==> src/rtl/serial_add_ctrl.sv <==
// serial_add_ctrl
//
// Round-robin scheduler and bit-serial sequencer. It shares one external
// full_adder cell among NREQ requesters.
//
// Flow for each operation:
//   - Accept one WIDTH-bit add request.
//   - Drive the adder LSB first, one bit per clock.
//   - Collect sum/carry back from the adder.
//   - Return the result and the requester id over a valid/ready channel.
//
// Ports:
//   clk, rst_n            system clock (rising edge), async active-low reset
//   req_valid/req_ready   per-requester handshake; req_ready is one-hot or zero
//   req_a, req_b          operands, requester i in bits [i*WIDTH +: WIDTH]
//   req_cin               per-requester carry-in
//   fa_a, fa_b, fa_c      to the shared full_adder inputs
//   fa_sum, fa_carry      from the shared full_adder (combinational)
//   rsp_valid/rsp_ready   result handshake
//   rsp_id                requester that was served
//   rsp_sum, rsp_cout     WIDTH-bit sum and final carry-out
//   rsp_ovf               signed overflow (only with SERIAL_ADD_OVF_EN)
//
// Optional feature: define SERIAL_ADD_OVF_EN to add the rsp_ovf output.
//
// state | meaning
// ------+----------------------------------------------------------
// IDLE  | arbitrating; req_ready offered to the next valid requester
// RUN   | one operand bit per clock through the shared full_adder
// DONE  | result presented on rsp_*; waiting for rsp_ready

module serial_add_ctrl #(
    parameter int WIDTH = 8,
    parameter int NREQ  = 4,
    parameter int IDW   = $clog2(NREQ)
) (
    input  logic                  clk,
    input  logic                  rst_n,
    input  logic [NREQ-1:0]       req_valid,
    output logic [NREQ-1:0]       req_ready,
    input  logic [NREQ*WIDTH-1:0] req_a,
    input  logic [NREQ*WIDTH-1:0] req_b,
    input  logic [NREQ-1:0]       req_cin,
    output logic                  fa_a,
    output logic                  fa_b,
    output logic                  fa_c,
    input  logic                  fa_sum,
    input  logic                  fa_carry,
    output logic                  rsp_valid,
    input  logic                  rsp_ready,
    output logic [IDW-1:0]        rsp_id,
    output logic [WIDTH-1:0]      rsp_sum,
    output logic                  rsp_cout
`ifdef SERIAL_ADD_OVF_EN
    ,
    output logic                  rsp_ovf
`endif
);

    localparam int CW = (WIDTH > 1) ? $clog2(WIDTH) : 1;

    typedef enum logic [1:0] {
        IDLE = 2'd0,
        RUN  = 2'd1,
        DONE = 2'd2
    } state_t;

    state_t           state;
    state_t           state_nxt;
    logic [IDW-1:0]   rr_ptr;
    logic [IDW-1:0]   rr_ptr_nxt;
    logic [IDW-1:0]   id_q;
    logic [IDW-1:0]   grant_id;
    logic [NREQ-1:0]  grant;
    logic             grant_any;
    logic [CW-1:0]    bit_cnt;
    logic             last_bit;
    logic             carry_q;
    logic [WIDTH-1:0] a_q;
    logic [WIDTH-1:0] b_q;
    logic [WIDTH-1:0] sum_q;
`ifdef SERIAL_ADD_OVF_EN
    logic             ovf_q;
`endif

    // Rotating priority search: the first valid requester found from rr_ptr
    // upward wins. Indices wrap at NREQ, so NREQ does not need to be a
    // power of two.
    always_comb begin
        int  idx;
        logic found;
        idx      = 0;
        found    = 1'b0;
        grant    = '0;
        grant_id = '0;
        for (int k = 0; k < NREQ; k++) begin
            idx = int'(rr_ptr) + k;
            if (idx >= NREQ) begin
                idx = idx - NREQ;
            end
            if (!found && req_valid[idx]) begin
                found       = 1'b1;
                grant[idx]  = 1'b1;
                grant_id    = IDW'(idx);
            end
        end
    end

    assign grant_any  = |grant;
    assign rr_ptr_nxt = (grant_id == IDW'(NREQ - 1)) ? '0 : grant_id + IDW'(1);
    assign last_bit   = (bit_cnt == CW'(WIDTH - 1));

    always_ff @(posedge clk or negedge rst_n) begin
        if (!rst_n) begin
            state <= IDLE;
        end else begin
            state <= state_nxt;
        end
    end

    always_comb begin
        state_nxt = state;
        req_ready = '0;
        fa_a      = 1'b0;
        fa_b      = 1'b0;
        fa_c      = 1'b0;
        rsp_valid = 1'b0;
        case (state)
            IDLE: begin
                // rst_n gate keeps req_ready low while reset is asserted,
                // even though the grant search itself is combinational.
                if (rst_n) begin
                    req_ready = grant;
                end
                if (grant_any) begin
                    state_nxt = RUN;
                end
            end
            RUN: begin
                fa_a = a_q[bit_cnt];
                fa_b = b_q[bit_cnt];
                fa_c = carry_q;
                if (last_bit) begin
                    state_nxt = DONE;
                end
            end
            DONE: begin
                rsp_valid = 1'b1;
                if (rsp_ready) begin
                    state_nxt = IDLE;
                end
            end
            default: state_nxt = IDLE;
        endcase
    end

    always_ff @(posedge clk or negedge rst_n) begin
        if (!rst_n) begin
            rr_ptr  <= '0;
            bit_cnt <= '0;
            carry_q <= 1'b0;
            a_q     <= '0;
            b_q     <= '0;
            sum_q   <= '0;
            id_q    <= '0;
`ifdef SERIAL_ADD_OVF_EN
            ovf_q   <= 1'b0;
`endif
        end else begin
            case (state)
                IDLE: begin
                    if (grant_any) begin
                        a_q     <= req_a[int'(grant_id)*WIDTH +: WIDTH];
                        b_q     <= req_b[int'(grant_id)*WIDTH +: WIDTH];
                        carry_q <= req_cin[grant_id];
                        id_q    <= grant_id;
                        bit_cnt <= '0;
                        rr_ptr  <= rr_ptr_nxt;
                    end
                end
                RUN: begin
                    sum_q[bit_cnt] <= fa_sum;
                    carry_q        <= fa_carry;
                    bit_cnt        <= bit_cnt + CW'(1);
`ifdef SERIAL_ADD_OVF_EN
                    // carry_q is still the carry into the MSB here.
                    if (last_bit) begin
                        ovf_q <= carry_q ^ fa_carry;
                    end
`endif
                end
                default: ;
            endcase
        end
    end

    // carry_q is left holding the carry out of the MSB once RUN finishes.
    assign rsp_id   = id_q;
    assign rsp_sum  = sum_q;
    assign rsp_cout = carry_q;
`ifdef SERIAL_ADD_OVF_EN
    assign rsp_ovf  = ovf_q;
`endif

endmodule

==> config.mk <==
export PLATFORM = sky130hd
export DESIGN_NAME = serial_add_ctrl
export DESIGN_NICKNAME = d
export VERILOG_FILES = /design/src/rtl/serial_add_ctrl.sv
export SDC_FILE = /design/constraint.sdc
export NUM_CORES = 1
export LEC_CHECK = 0
export CORE_MARGIN = 2
export CORE_UTILIZATION = 45
export CTS_BUF_LIST = sky130_fd_sc_hd__clkbuf_8
export DETAILED_ROUTE_END_ITERATION = 16
export GPL_TIMING_DRIVEN = 0
export PLACE_DENSITY = 0.9
export SYNTH_ARGS = -nofsm -noshare
export SYNTH_HDL_FRONTEND = slang
export SYNTH_SLANG_ARGS = --single-unit
==> constraint.sdc <==
create_clock -name clk -period 5.6 [get_ports clk]
set_input_delay 1.12 -clock clk [delete_from_list [all_inputs] [get_ports clk]]
set_output_delay 1.12 -clock clk [all_outputs]
set_load 0.005 [all_outputs]
==> impl_metrics.ini, run 1 <==
[outcome]
status = finished, final reports clean

[layout]
diodes = 0
area_growth_pct = 43.6
nets = 429
drive_gt1_frac = 0.163

[timing]
final-setup-viol-count = 0
period_needed_ps = 4920
finalSetupTns_ps = 0
skew_ps = 3.81
final-hold-violation-count = 0
rsz0062_at_grt = false
fmax_mhz = 203
slew_viol_final = 0
max_slew_margin = 0.498
period_share = 0.878
worstMarginPinSlew_ps = 754

[detailed_routing]
initialDrtViolationCount = 66
first_pass_iters = 4
drt_wl_total_mm = 6.13
drc_errors = 0
vias = 2239
ant_nets = 0
viasPerCell = 5.38
wire_per_inst_microns = 14.7

[power_and_ir_drop]
p_leak_nw = 1.50
power_w = 0.00216
p_per_area_nw_per_um2 = 589
irDropWorstVdd_mv = 0.283

[synthesis]
ys_seq_elements = 34
yosys.area.top_type = dfrtp_1
yosys_warnings = 0
async_flop_share = 1.00
syn-num-nets = 327
netlist_top_cells_area = dfrtp_1 33%, mux2i_1 14%, mux2_2 12%, mux4_2 7.1%, nand2_1 4.6%
synthesis.area_sq_um = 2550
synth-seq-area-share = 0.333
synthDominantCellAreaShare = 0.333
synth_cell_types = 41
synth_edf_count = 0
avgSynthCellArea_sq_um = 10.6
synth_cells = 242
synth_flop_cell = dfrtp_1

[global_routing]
grt_max_degree = 36
grt_pass1_wl_mm = 10.6
grt_overflow_total = 0
grt_pass1_vias = 2375
grt_use_total = 0.212
antenna_found_initial = 0

[clock_network]
cts_tree = built
clk_pin_slew_worst_paths_ps = 60
post_cts_buffers = 0
cts-root-buf = clkbuf_8
cts-resized-gates = 0
cts.path.max_buffers = 2
insertion_delay_ps = 280
cts_hold_buffers = 0
clock_sinks = 34
htreeDepth = 2
cts_made_buffers = 5

[floorplanning]
initial_core_util = 0.464
rows = 27
dieArea_sq_um = 6290
core_area_sq_um = 5510
ioPinCount = 96
die_h_microns = 79.3
die_w_microns = 79.3

[worst_setup_path]
worst_setup_path_start_kind = primary input
required_ps = 4480
arrival_ps = 3800
end_kind = output port
critical_path.max_fanout = 9
critical_path_class = in -> out

[placed_design]
place.gp.congestion = 0.825
dpl.hpwl_mm = 4.95
port_buffers = 95

[worst_hold_path]
hp-class = reg -> reg

[job]
cap_violations = 0
cell usage after synthesis, types with 3 or more instances:
| master | count |
|---|---|
| mux2i_1 | 35 |
| dfrtp_1 | 34 |
| nand2_1 | 31 |
| mux2_2 | 28 |
| o21ai_1 | 17 |
| nor2b_1 | 9 |
| ha_1 | 8 |
| mux4_2 | 8 |
| nor2_1 | 7 |
| clkbuf_1 | 5 |
| o21ai_0 | 5 |
| buf_4 | 4 |
| inv_1 | 4 |
| nand3_1 | 4 |
| o2bb2ai_1 | 4 |
| a221oi_1 | 3 |
| buf_2 | 3 |
| buf_6 | 3 |
| nor3b_1 | 3 |
worst paths after layout:
kind / depth (start not counted) / slack (ps) / from / endpoint
worst max-delay path: 7 / 680 / req_valid[1] / req_ready[2]
worst min-delay path: 2 / 480 / a_q[3] / a_q[3]
worst max register to register: 10 / 1920 / rr_ptr[0] / rsp_cout
worst min register to register: 2 / 480 / a_q[3] / a_q[3]
max in group asynchronous: 1 / 4210 / rst_n / a_q[1]
min in group asynchronous: 1 / 910 / rst_n / rsp_sum[1]
registers in the layout, summed over array words and instances, names as in the netlist:
signal / cells
a_q: 8
b_q: 8
rsp_sum: 8
bit_cnt: 3
rr_ptr: 2
rsp_id: 2
state: 2
rsp_cout: 1
routing by layer:
metal	global-route usage	up-vias	routed length, microns
met4	0.0431	0	40
met3	0.0477	5	309
met1	0.247	1070	2470
met2	0.398	69	3310
li1	-	1095	-
met5	0	-	0
cells in the final DEF, fill, tap and decap left out, drive strengths merged, types with 2 or more instances in the layout:
cell type,instances
nand3b,2
ha,8
nor2,7
nand2,31
mux4,8
and2,2
inv,6
nand3,4
mux2,28
clkdlybuf4s50,94
nor3,2
a21oi,2
nor4,2
a221oi,4
mux2i,35
clkbuf,10
nor2b,10
o21ai,22
dfrtp,34
nor3b,3
a211oi,2
buf,11
o2bb2ai,4
report_power, final:
part / total, W / leakage, nW / internal, W / switching (W)
Clock: 0.000160 / 0.0466 / 0.0000817 / 0.0000780
Sequential: 0.000456 / 0.413 / 0.000373 / 0.0000833
Combinational: 0.00154 / 1.05 / 0.000815 / 0.000729
Total: 0.00216 / 1.50 / 0.00127 / 0.000890
logic make-up (layout without fill, tap and decap cells):
logic type	Yosys count	in the layout	share of synthesized area
compound gates	43	43	0.120
mux	71	71	0.331
fa+ha+maj	8	8	0.0392
xor+xnor	1	1	0.00343
buf+inv	19	121	0.0441
simple gates	66	66	0.129
flops	34	34	0.333
through the flow:
stage	worst slack, ps	cells	util	cell area (sq um)	hold slack [ps]
2_1_floorplan	1950	242	-	2550	450
4_1_cts	685	416	0.666	3670	487
5_1_grt	542	416	0.666	3670	524
6_report	681	416	0.666	3670	481
3_5_place_dp	690	409	0.652	3590	473
3_3_place_gp	783	409	0.653	3590	465
layout make-up:
class                      count  area [sq um]
multi-input combinational    189          1590
tap                           72          90.1
inverter                       4          15.0
buffer                        15          97.6
clock buffer                   5          68.8
timing repair buffer          95           946
fill                         453          1840
sequential                    34           851
clock inverter                 2          7.51
worst max-delay path: stages:
cell and delay, ps:
clkdlybuf4s50_1 550, mux4_2 650, nor3_2 250, o211a_1 270, o2bb2ai_1 240, nor2b_1 200, clkdlybuf4s50_1 520
Power figures use the tool's default switching activity.
==> inputs of run 2 (changes only) <==
--- a/config.mk
+++ b/config.mk
@@ -8,6 +8,7 @@
 export CORE_MARGIN = 2
 export CORE_UTILIZATION = 45
 export CTS_BUF_LIST = sky130_fd_sc_hd__clkbuf_8
+export CTS_CLUSTER_DIAMETER = 80
 export DETAILED_ROUTE_END_ITERATION = 16
 export GPL_TIMING_DRIVEN = 0
 export PLACE_DENSITY = 0.9
==> results of run 2 <==
No change in the layout: final DEF, timing and power equal those of run 1.
